## src/rtl/sprite_addr_pipeline_if.sv

```systemverilog
// ---------------------------------------------------------------------------
// sprite_addr_pipeline_if
//
// Purpose: groups the descriptor-write bus, the streamed pixel input and the
// resolved address outputs of sprite_addr_pipeline into one bundle.
//
// Signals:
//   frame_sync        vertical-blank pulse, commits the descriptor table
//   desc_we/desc_idx  descriptor write strobe and target slot
//   desc_en/desc_flip slot enable and horizontal mirror flag
//   desc_x/desc_y     sprite centre on screen
//   desc_hx/desc_hy   half-width / half-height
//   desc_sx/desc_sy   sprite-sheet top-left of the frame
//   pix_valid         drawX/drawY qualifier
//   drawX/drawY       pixel being rendered
//   out_valid         output qualifier
//   sprite_hit        some enabled sprite covers the pixel
//   sprite_id         winning slot (0 on no hit)
//   SPRITE_ADDR       sprite-sheet SRAM address (0 on no hit)
//   background_ADDR   background frame SRAM address
//
// Modports: master drives descriptors/pixels (pixel counter side),
//           slave is the pipeline itself.
// ---------------------------------------------------------------------------
interface sprite_addr_pipeline_if #(
    parameter int NUM_SPR = 8,
    parameter int COORD_W = 10,
    parameter int ADDR_W  = 20
);
    localparam int IDX_W = (NUM_SPR > 1) ? $clog2(NUM_SPR) : 1;

    logic               frame_sync;
    logic               desc_we;
    logic [IDX_W-1:0]   desc_idx;
    logic               desc_en;
    logic               desc_flip;
    logic [COORD_W-1:0] desc_x;
    logic [COORD_W-1:0] desc_y;
    logic [6:0]         desc_hx;
    logic [6:0]         desc_hy;
    logic [COORD_W-1:0] desc_sx;
    logic [COORD_W-1:0] desc_sy;
    logic               pix_valid;
    logic [COORD_W-1:0] drawX;
    logic [COORD_W-1:0] drawY;
    logic               out_valid;
    logic               sprite_hit;
    logic [IDX_W-1:0]   sprite_id;
    logic [ADDR_W-1:0]  SPRITE_ADDR;
    logic [ADDR_W-1:0]  background_ADDR;

    modport master (
        output frame_sync, desc_we, desc_idx, desc_en, desc_flip,
               desc_x, desc_y, desc_hx, desc_hy, desc_sx, desc_sy,
               pix_valid, drawX, drawY,
        input  out_valid, sprite_hit, sprite_id, SPRITE_ADDR, background_ADDR
    );

    modport slave (
        input  frame_sync, desc_we, desc_idx, desc_en, desc_flip,
               desc_x, desc_y, desc_hx, desc_hy, desc_sx, desc_sy,
               pix_valid, drawX, drawY,
        output out_valid, sprite_hit, sprite_id, SPRITE_ADDR, background_ADDR
    );
endinterface

```

## src/rtl/sprite_addr_pipeline.sv

```systemverilog
// ---------------------------------------------------------------------------
// sprite_addr_pipeline
//
// Purpose: holds NUM_SPR sprite descriptors and, for every streamed screen
// pixel, resolves the highest-priority (lowest index) covering sprite and its
// sprite-sheet SRAM address, plus the background frame address. Three-stage
// pipeline, one pixel per cycle, no backpressure, latency 3 cycles:
//   S1  per-slot hit test and local coordinates (descriptor fields sampled)
//   S2  priority select of the lowest-index hit
//   S3  sheet address arithmetic, output registers
//
// Ports:
//   Clk      system clock
//   Reset_n  asynchronous active-low reset; clears table, valids, outputs
//   bus      sprite_addr_pipeline_if.slave (descriptor bus, pixels, outputs)
//
// Build option: define SPRITE_SHADOW_EN to route descriptor writes into a
// shadow table that is copied to the active table on frame_sync. Without it,
// writes hit the active table directly and frame_sync is ignored.
// ---------------------------------------------------------------------------
module sprite_addr_pipeline #(
    parameter int NUM_SPR = 8,
    parameter int COORD_W = 10,
    parameter int ADDR_W  = 20,
    parameter int SHEET_W = 512,
    parameter int BG_W    = 640
) (
    input  logic                  Clk,
    input  logic                  Reset_n,
    sprite_addr_pipeline_if.slave bus
);

    localparam int IDX_W = (NUM_SPR > 1) ? $clog2(NUM_SPR) : 1;
    localparam int CW1   = COORD_W + 1;
    // Local offsets span 0..2*127, so 8 bits are always enough.
    localparam int LW    = 8;

    typedef struct packed {
        logic               en;
        logic               flip;
        logic [COORD_W-1:0] x;
        logic [COORD_W-1:0] y;
        logic [6:0]         hx;
        logic [6:0]         hy;
        logic [COORD_W-1:0] sx;
        logic [COORD_W-1:0] sy;
    } desc_t;

    desc_t act_tbl [NUM_SPR];
    desc_t wr_desc;

    always_comb begin
        wr_desc      = '0;
        wr_desc.en   = bus.desc_en;
        wr_desc.flip = bus.desc_flip;
        wr_desc.x    = bus.desc_x;
        wr_desc.y    = bus.desc_y;
        wr_desc.hx   = bus.desc_hx;
        wr_desc.hy   = bus.desc_hy;
        wr_desc.sx   = bus.desc_sx;
        wr_desc.sy   = bus.desc_sy;
    end

`ifdef SPRITE_SHADOW_EN
    // Writes collect in the shadow; frame_sync copies the whole shadow as it
    // stood before this edge, so a coincident write waits for the next commit.
    desc_t shd_tbl [NUM_SPR];

    always_ff @(posedge Clk or negedge Reset_n) begin
        if (!Reset_n) begin
            for (int i = 0; i < NUM_SPR; i++) begin
                shd_tbl[i] <= '0;
                act_tbl[i] <= '0;
            end
        end else begin
            if (bus.desc_we)
                shd_tbl[bus.desc_idx] <= wr_desc;
            if (bus.frame_sync) begin
                for (int i = 0; i < NUM_SPR; i++)
                    act_tbl[i] <= shd_tbl[i];
            end
        end
    end
`else
    // Direct mode: writes land in the active table at the clock edge.
    logic unused_frame_sync;
    assign unused_frame_sync = bus.frame_sync;

    always_ff @(posedge Clk or negedge Reset_n) begin
        if (!Reset_n) begin
            for (int i = 0; i < NUM_SPR; i++)
                act_tbl[i] <= '0;
        end else if (bus.desc_we) begin
            act_tbl[bus.desc_idx] <= wr_desc;
        end
    end
`endif

    // Offset of pixel p from the sprite's top-left edge (c - h), evaluated at
    // COORD_W+1 bits so sprites near coordinate 0 never wrap.
    function automatic logic [LW-1:0] local_off(
        input logic [COORD_W-1:0] p,
        input logic [COORD_W-1:0] c,
        input logic [6:0]         h
    );
        logic [CW1-1:0] d;
        d = {1'b0, p} + CW1'(h) - {1'b0, c};
        return d[LW-1:0];
    endfunction

    // ---------------------------------------------------------------- S1 ----
    // Per-slot coverage test with widened operands; the local coordinates are
    // only meaningful for slots that hit.
    logic [NUM_SPR-1:0] hit_c;
    logic [LW-1:0]      lx_c [NUM_SPR];
    logic [LW-1:0]      ly_c [NUM_SPR];
    logic [ADDR_W-1:0]  bg_c;

    always_comb begin
        hit_c = '0;
        for (int i = 0; i < NUM_SPR; i++) begin
            hit_c[i] = act_tbl[i].en
                     & (({1'b0, bus.drawX} + CW1'(act_tbl[i].hx)) >= {1'b0, act_tbl[i].x})
                     & ({1'b0, bus.drawX} <= ({1'b0, act_tbl[i].x} + CW1'(act_tbl[i].hx)))
                     & (({1'b0, bus.drawY} + CW1'(act_tbl[i].hy)) >= {1'b0, act_tbl[i].y})
                     & ({1'b0, bus.drawY} <= ({1'b0, act_tbl[i].y} + CW1'(act_tbl[i].hy)));
            lx_c[i]  = local_off(bus.drawX, act_tbl[i].x, act_tbl[i].hx);
            ly_c[i]  = local_off(bus.drawY, act_tbl[i].y, act_tbl[i].hy);
        end
        bg_c = ADDR_W'(bus.drawX) + ADDR_W'(bus.drawY) * ADDR_W'(BG_W);
    end

    logic               s1_valid;
    logic [NUM_SPR-1:0] s1_hit;
    logic [LW-1:0]      s1_lx   [NUM_SPR];
    logic [LW-1:0]      s1_ly   [NUM_SPR];
    logic [6:0]         s1_hx   [NUM_SPR];
    logic [COORD_W-1:0] s1_sx   [NUM_SPR];
    logic [COORD_W-1:0] s1_sy   [NUM_SPR];
    logic [NUM_SPR-1:0] s1_flip;
    logic [ADDR_W-1:0]  s1_bg;

    // S1 register: descriptor fields needed later are captured here so that a
    // table update never affects a pixel already in flight.
    always_ff @(posedge Clk or negedge Reset_n) begin
        if (!Reset_n) begin
            s1_valid <= 1'b0;
            s1_hit   <= '0;
            s1_flip  <= '0;
            s1_bg    <= '0;
            for (int i = 0; i < NUM_SPR; i++) begin
                s1_lx[i] <= '0;
                s1_ly[i] <= '0;
                s1_hx[i] <= '0;
                s1_sx[i] <= '0;
                s1_sy[i] <= '0;
            end
        end else begin
            s1_valid <= bus.pix_valid;
            s1_hit   <= hit_c;
            s1_bg    <= bg_c;
            for (int i = 0; i < NUM_SPR; i++) begin
                s1_lx[i]   <= lx_c[i];
                s1_ly[i]   <= ly_c[i];
                s1_hx[i]   <= act_tbl[i].hx;
                s1_sx[i]   <= act_tbl[i].sx;
                s1_sy[i]   <= act_tbl[i].sy;
                s1_flip[i] <= act_tbl[i].flip;
            end
        end
    end

    // ---------------------------------------------------------------- S2 ----
    // Priority select: scanning from the top index down lets the lowest hit
    // index overwrite everything above it. With no hit, all fields stay 0.
    logic               win_hit;
    logic [IDX_W-1:0]   win_id;
    logic [LW-1:0]      win_lx;
    logic [LW-1:0]      win_ly;
    logic [6:0]         win_hx;
    logic [COORD_W-1:0] win_sx;
    logic [COORD_W-1:0] win_sy;
    logic               win_flip;

    always_comb begin
        win_hit  = |s1_hit;
        win_id   = '0;
        win_lx   = '0;
        win_ly   = '0;
        win_hx   = '0;
        win_sx   = '0;
        win_sy   = '0;
        win_flip = 1'b0;
        for (int i = NUM_SPR - 1; i >= 0; i--) begin
            if (s1_hit[i]) begin
                win_id   = IDX_W'(i);
                win_lx   = s1_lx[i];
                win_ly   = s1_ly[i];
                win_hx   = s1_hx[i];
                win_sx   = s1_sx[i];
                win_sy   = s1_sy[i];
                win_flip = s1_flip[i];
            end
        end
    end

    logic               s2_valid;
    logic               s2_hit;
    logic [IDX_W-1:0]   s2_id;
    logic [LW-1:0]      s2_lx;
    logic [LW-1:0]      s2_ly;
    logic [6:0]         s2_hx;
    logic [COORD_W-1:0] s2_sx;
    logic [COORD_W-1:0] s2_sy;
    logic               s2_flip;
    logic [ADDR_W-1:0]  s2_bg;

    // S2 register: winning slot's data plus the aligned background address.
    always_ff @(posedge Clk or negedge Reset_n) begin
        if (!Reset_n) begin
            s2_valid <= 1'b0;
            s2_hit   <= 1'b0;
            s2_id    <= '0;
            s2_lx    <= '0;
            s2_ly    <= '0;
            s2_hx    <= '0;
            s2_sx    <= '0;
            s2_sy    <= '0;
            s2_flip  <= 1'b0;
            s2_bg    <= '0;
        end else begin
            s2_valid <= s1_valid;
            s2_hit   <= win_hit;
            s2_id    <= win_id;
            s2_lx    <= win_lx;
            s2_ly    <= win_ly;
            s2_hx    <= win_hx;
            s2_sx    <= win_sx;
            s2_sy    <= win_sy;
            s2_flip  <= win_flip;
            s2_bg    <= s1_bg;
        end
    end

    // ---------------------------------------------------------------- S3 ----
    // Mirroring reflects the column about the sprite's width: ex = 2*hx - lx.
    logic [LW-1:0]     ex_c;
    logic [ADDR_W-1:0] addr_c;

    always_comb begin
        ex_c   = s2_flip ? ({s2_hx, 1'b0} - s2_lx) : s2_lx;
        addr_c = '0;
        if (s2_hit)
            addr_c = (ADDR_W'(s2_sx) + ADDR_W'(ex_c))
                   + (ADDR_W'(s2_sy) + ADDR_W'(s2_ly)) * ADDR_W'(SHEET_W);
    end

    // Output register: a bubble clears out_valid but the data outputs keep the
    // last valid pixel's values.
    always_ff @(posedge Clk or negedge Reset_n) begin
        if (!Reset_n) begin
            bus.out_valid       <= 1'b0;
            bus.sprite_hit      <= 1'b0;
            bus.sprite_id       <= '0;
            bus.SPRITE_ADDR     <= '0;
            bus.background_ADDR <= '0;
        end else begin
            bus.out_valid <= s2_valid;
            if (s2_valid) begin
                bus.sprite_hit      <= s2_hit;
                bus.sprite_id       <= s2_id;
                bus.SPRITE_ADDR     <= addr_c;
                bus.background_ADDR <= s2_bg;
            end
        end
    end

endmodule

```

## src/flat_wrapper.sv

```systemverilog
// flat-port wrapper written by rule: the top's interface ports become plain ports
module sprite_addr_pipeline_flat 
#(
    parameter int NUM_SPR = 8,
    parameter int COORD_W = 10,
    parameter int ADDR_W  = 20,
    parameter int SHEET_W = 512,
    parameter int BG_W    = 640
)
  (Clk, Reset_n, bus_frame_sync, bus_desc_we, bus_desc_idx, bus_desc_en, bus_desc_flip, bus_desc_x, bus_desc_y, bus_desc_hx, bus_desc_hy, bus_desc_sx, bus_desc_sy, bus_pix_valid, bus_drawX, bus_drawY, bus_out_valid, bus_sprite_hit, bus_sprite_id, bus_SPRITE_ADDR, bus_background_ADDR);
  sprite_addr_pipeline_if #(.NUM_SPR(NUM_SPR), .COORD_W(COORD_W), .ADDR_W(ADDR_W)) bus_i ();
  input  logic Clk;
  input  logic Reset_n;
  input wire logic [$bits(bus_i.frame_sync)-1:0] bus_frame_sync;
  input wire logic [$bits(bus_i.desc_we)-1:0] bus_desc_we;
  input wire logic [$bits(bus_i.desc_idx)-1:0] bus_desc_idx;
  input wire logic [$bits(bus_i.desc_en)-1:0] bus_desc_en;
  input wire logic [$bits(bus_i.desc_flip)-1:0] bus_desc_flip;
  input wire logic [$bits(bus_i.desc_x)-1:0] bus_desc_x;
  input wire logic [$bits(bus_i.desc_y)-1:0] bus_desc_y;
  input wire logic [$bits(bus_i.desc_hx)-1:0] bus_desc_hx;
  input wire logic [$bits(bus_i.desc_hy)-1:0] bus_desc_hy;
  input wire logic [$bits(bus_i.desc_sx)-1:0] bus_desc_sx;
  input wire logic [$bits(bus_i.desc_sy)-1:0] bus_desc_sy;
  input wire logic [$bits(bus_i.pix_valid)-1:0] bus_pix_valid;
  input wire logic [$bits(bus_i.drawX)-1:0] bus_drawX;
  input wire logic [$bits(bus_i.drawY)-1:0] bus_drawY;
  output wire logic [$bits(bus_i.out_valid)-1:0] bus_out_valid;
  output wire logic [$bits(bus_i.sprite_hit)-1:0] bus_sprite_hit;
  output wire logic [$bits(bus_i.sprite_id)-1:0] bus_sprite_id;
  output wire logic [$bits(bus_i.SPRITE_ADDR)-1:0] bus_SPRITE_ADDR;
  output wire logic [$bits(bus_i.background_ADDR)-1:0] bus_background_ADDR;
  assign bus_i.frame_sync = bus_frame_sync;
  assign bus_i.desc_we = bus_desc_we;
  assign bus_i.desc_idx = bus_desc_idx;
  assign bus_i.desc_en = bus_desc_en;
  assign bus_i.desc_flip = bus_desc_flip;
  assign bus_i.desc_x = bus_desc_x;
  assign bus_i.desc_y = bus_desc_y;
  assign bus_i.desc_hx = bus_desc_hx;
  assign bus_i.desc_hy = bus_desc_hy;
  assign bus_i.desc_sx = bus_desc_sx;
  assign bus_i.desc_sy = bus_desc_sy;
  assign bus_i.pix_valid = bus_pix_valid;
  assign bus_i.drawX = bus_drawX;
  assign bus_i.drawY = bus_drawY;
  assign bus_out_valid = bus_i.out_valid;
  assign bus_sprite_hit = bus_i.sprite_hit;
  assign bus_sprite_id = bus_i.sprite_id;
  assign bus_SPRITE_ADDR = bus_i.SPRITE_ADDR;
  assign bus_background_ADDR = bus_i.background_ADDR;
  sprite_addr_pipeline #(.NUM_SPR(NUM_SPR), .COORD_W(COORD_W), .ADDR_W(ADDR_W), .SHEET_W(SHEET_W), .BG_W(BG_W)) u_core (.Clk(Clk), .Reset_n(Reset_n), .bus(bus_i));
endmodule
```

## config.mk

```make
export PLATFORM = sky130hd
export DESIGN_NAME = sprite_addr_pipeline_flat
export DESIGN_NICKNAME = d
export VERILOG_FILES = /design/src/rtl/sprite_addr_pipeline_if.sv /design/src/rtl/sprite_addr_pipeline.sv /design/src/flat_wrapper.sv
export SDC_FILE = /design/constraint.sdc
export NUM_CORES = 2
export LEC_CHECK = 0
export ABC_AREA = 1
export BUFFER_PORTS_ARGS = -buffer_cell sky130_fd_sc_hd__clkbuf_2
export CORE_ASPECT_RATIO = 1.4
export CORE_MARGIN = 1.5
export CORE_UTILIZATION = 43
export CTS_BUF_LIST = sky130_fd_sc_hd__clkbuf_8
export CTS_CLUSTER_SIZE = 25
export DETAILED_ROUTE_END_ITERATION = 8
export GPL_TIMING_DRIVEN = 0
export HOLD_SLACK_MARGIN = 0.02
export SLEW_MARGIN = 15
export SYNTH_ARGS = -nofsm -noshare
export SYNTH_HDL_FRONTEND = slang
export SYNTH_SLANG_ARGS = --single-unit
```

## constraint.sdc

```tcl
create_clock -name Clk -period 10.2 [get_ports Clk]
set_input_delay 0.51 -clock Clk [delete_from_list [all_inputs] [get_ports Clk]]
set_output_delay 0.51 -clock Clk [all_outputs]
set_load 0.1 [all_outputs]
```

==> impl_results.md <==
- Clock Root Buffer: clkbuf_8
- Setup TNS: 0 ps
- Most frequent cells in the layout: nand2_1 (1461), dfrtp_1 (943), inv_1 (675)
- Critical path peak fanout: 4
- EDFF count, synth: 0
- Yosys cell types: 56
- Commonest non-fill, non-tap cell in the layout: nand2_1
- Initial Util: 0.435
- Syn_nets: around 6900
- Clk_lat worst skew: ~900 ps
- Worst Path Required: 10950 ps
- Total GRT Usage: 0.276
- Die height: between 400 and 500 um
- First-pass DRT Iterations: 8
- Post CTS Setup Buffer Count: 0
- Max_slew headroom: 0.180
- Final Cell Area: ~61000 um^2
- Synth Register Bits: between 900 and 1000
- Yosys top cell area share: 0.436
- CP arrival: 5340 ps
- Row count: about 150
- Core box area: approximately 120000 um^2
- Initial antenna violation count: 10
- Vias in the first global route: ~43000
- Die width: just over 300 um
- Global-route wire length before repair: between 200000 and 300000 um
- Syn-to-layout area delta: 12.0%
- Clock sinks: about 940
- Hold slack: between 100 and 150 ps
- Layout fillers: between 10000 and 15000
- Num CTS Buffers: about 150
- DR vias/cell: 5.33
- Setup CP Type: reg -> reg
- GR Layer Usage met3: 0.0376
- Mapped Area: 54100 um^2
- CP max stage delay: about 420 ps
- DRT iter0 DRCs: between 3000 and 4000
- Crit path launch type: register
- Tmin final: roughly 4600 ps
- Syn Area/Cell: ~8.8 um^2
- Multi-input gate area: around 27000 um^2
- Period utilization: 0.450
- Largest net degree at the start of global routing: 102
- Ys flop type: dfrtp_1
- Final setup violating endpoints: 0
- HPWL Detailed: around 140000 um
- Status: finished with violations
- Unrepaired setup endpoints after global routing: false
- Slowest CP cell: o21ai_0
- Port buffer count: 127
- GRT busiest layer: met2
- Failing checks: design-rule violations
- Largest cells by area after synthesis: dfrtp_1 (44%), ha_1 (14%), nand2_1 (10%)
- DR WL/cell: approximately 21 um
- Fmax: 218 MHz
- Worst clock skew: roughly 48 ps
- Worst min path class: in -> reg
- Placed cells: slightly below 8000
- CTS clk-pin slew, worst paths: ~70 ps
- Remaining Overflow, GRT: 0
- Max-cap viol count: 0
- I/O Pins: 129
- Final core utilization: 0.487
- Largest area contributor in the netlist: dfrtp_1
- Final Hold Viols: 0
- Antenna violation net count after detailed routing: 0
- Crit path top cell by count: nand2_1
- Routed Wire Length: around 180000 um
- CTS H-tree depth: 4
- P_leak: 31.1 nW
- Power per cell area: 249 nW/um^2
- Share of layout cells above drive strength 1: 0.0662
- Grt met1 use: 0.335
- Ys Warns: 0
- Post-Synthesis Cells: slightly above 6000
- Area after DPL: 57100 um^2
- Post-synthesis sequential area ratio: 0.436
- CTS max path bufs: 3
- Final max-slew violation count: 0
- Ys async rst share: 1.00
- GR Layer Usage met2: 0.470
- Nets: a little over 7000
- TritonCTS clock tree: yes
- Maximum VDD drop: between 0.1 and 0.15 mV
- Setup crit end kind: register
- Worst slew pin tran: ~1200 ps
- Vias: 43919
- DRC viols: 10
- GPL Wtd Cong: between 0.9 and 1
- Finished Layout Cells: slightly above 8000
- Full die area: roughly 130000 um^2
- FF/Latch Area: ~24000 um^2
==> where the power goes <==
group,internal (W),switching (W),total (W)
Clock,0.00186,0.00165,0.00351
Sequential,0.00468,0.000599,0.00528
Combinational,0.00232,0.00397,0.00629
Total,0.00886,0.00622,0.0151
==> path summary, 6_finish.rpt <==
kind	start	end	slack (ps)	cells past startpoint
worst max-delay path	u_core.s2_lx[2]	u_core.bus.SPRITE_ADDR[17]	5610	28
worst min-delay path	bus_desc_sy[4]	u_core.act_tbl[340]	100	3
worst max register to register	u_core.s2_lx[2]	u_core.bus.SPRITE_ADDR[17]	5610	28
worst min register to register	u_core.s1_valid	u_core.s2_valid	340	0
max in group asynchronous	Reset_n	u_core.act_tbl[4]	7360	8
min in group asynchronous	Reset_n	u_core.s1_bg[17]	150	2
==> cell families after synthesis <==
group                    synth area share
flip-flops                          0.436
buffers and inverters              0.0582
adder cells (fa/ha/maj)             0.156
XOR/XNOR                           0.0596
AO/OA/AOI/OAI                       0.129
AND/OR/NAND/NOR                     0.161
==> repair_timing <==
action                    4_1_cts  5_1_grt
resized for setup               0        0
hold buffers                   24        0
hold endpoints to repair      133        0
==> synth_stat cells (24+ instances only) <==
library cell     n
a21o_1          24
a21oi_1        463
buf_2           26
clkbuf_1       137
dfrtp_1        943
fa_1            54
ha_1           589
inv_1          640
nand2_1       1461
nand3_1        243
nand4_1         75
nor2_1         262
nor3_1          28
o211ai_1       102
o21ai_0        552
o21ai_1         44
xnor2_1        103
xor2_1         263
==> state kept, by name (all words and copies together) (netlist names), 3 cells and up <==
name	count
u_core.act_tbl	448
u_core.bus.SPRITE_ADDR	20
u_core.bus.background_ADDR	20
u_core.bus.sprite_id	3
u_core.s1_bg	20
u_core.s1_flip	8
u_core.s1_hit	8
u_core.s1_hx	56
u_core.s1_lx	64
u_core.s1_ly	64
u_core.s1_sx	80
u_core.s1_sy	80
u_core.s2_bg	20
u_core.s2_hx	7
u_core.s2_id	3
u_core.s2_lx	8
u_core.s2_ly	8
u_core.s2_sx	10
u_core.s2_sy	10
==> final cells by class <==
cell class	count	area share
Timing Repair Buffer	162	0.0196
Multi-Input combinational cell	4413	0.451
Sequential cell	943	0.390
Antenna cell	1	0.0000413
Clock inverter	82	0.0102
Clock buffer	191	0.0434
Tap cell	1627	0.0336
Inverter	647	0.0401
Buffer	175	0.0119
==> worst max-delay path: cells and delay by family (launching register included) <==
kind | cells | cell delay (ps)
buf+inv | 1 | 50
fa+ha+maj | 4 | 1300
compound gates | 5 | 1100
flops | 1 | 360
simple gates | 16 | 1340
xor+xnor | 2 | 310
==> metal layers <==
layer | up-vias | share of wire
li1 | 21174 | -
met1 | 21057 | 0.40
met2 | 1255 | 0.49
met3 | 427 | 0.051
met4 | 6 | 0.060
met5 | - | 0.00025
==> metrics by stage <==
step	setup WS [ps]	power [W]
2_1_floorplan	6350	0.00973
3_3_place_gp	-14240	0.0114
3_5_place_dp	5300	0.0116
4_1_cts	5590	0.0151
5_1_grt	5200	0.0162
6_report	5610	0.0151
(Power assumes the default switching activity.)
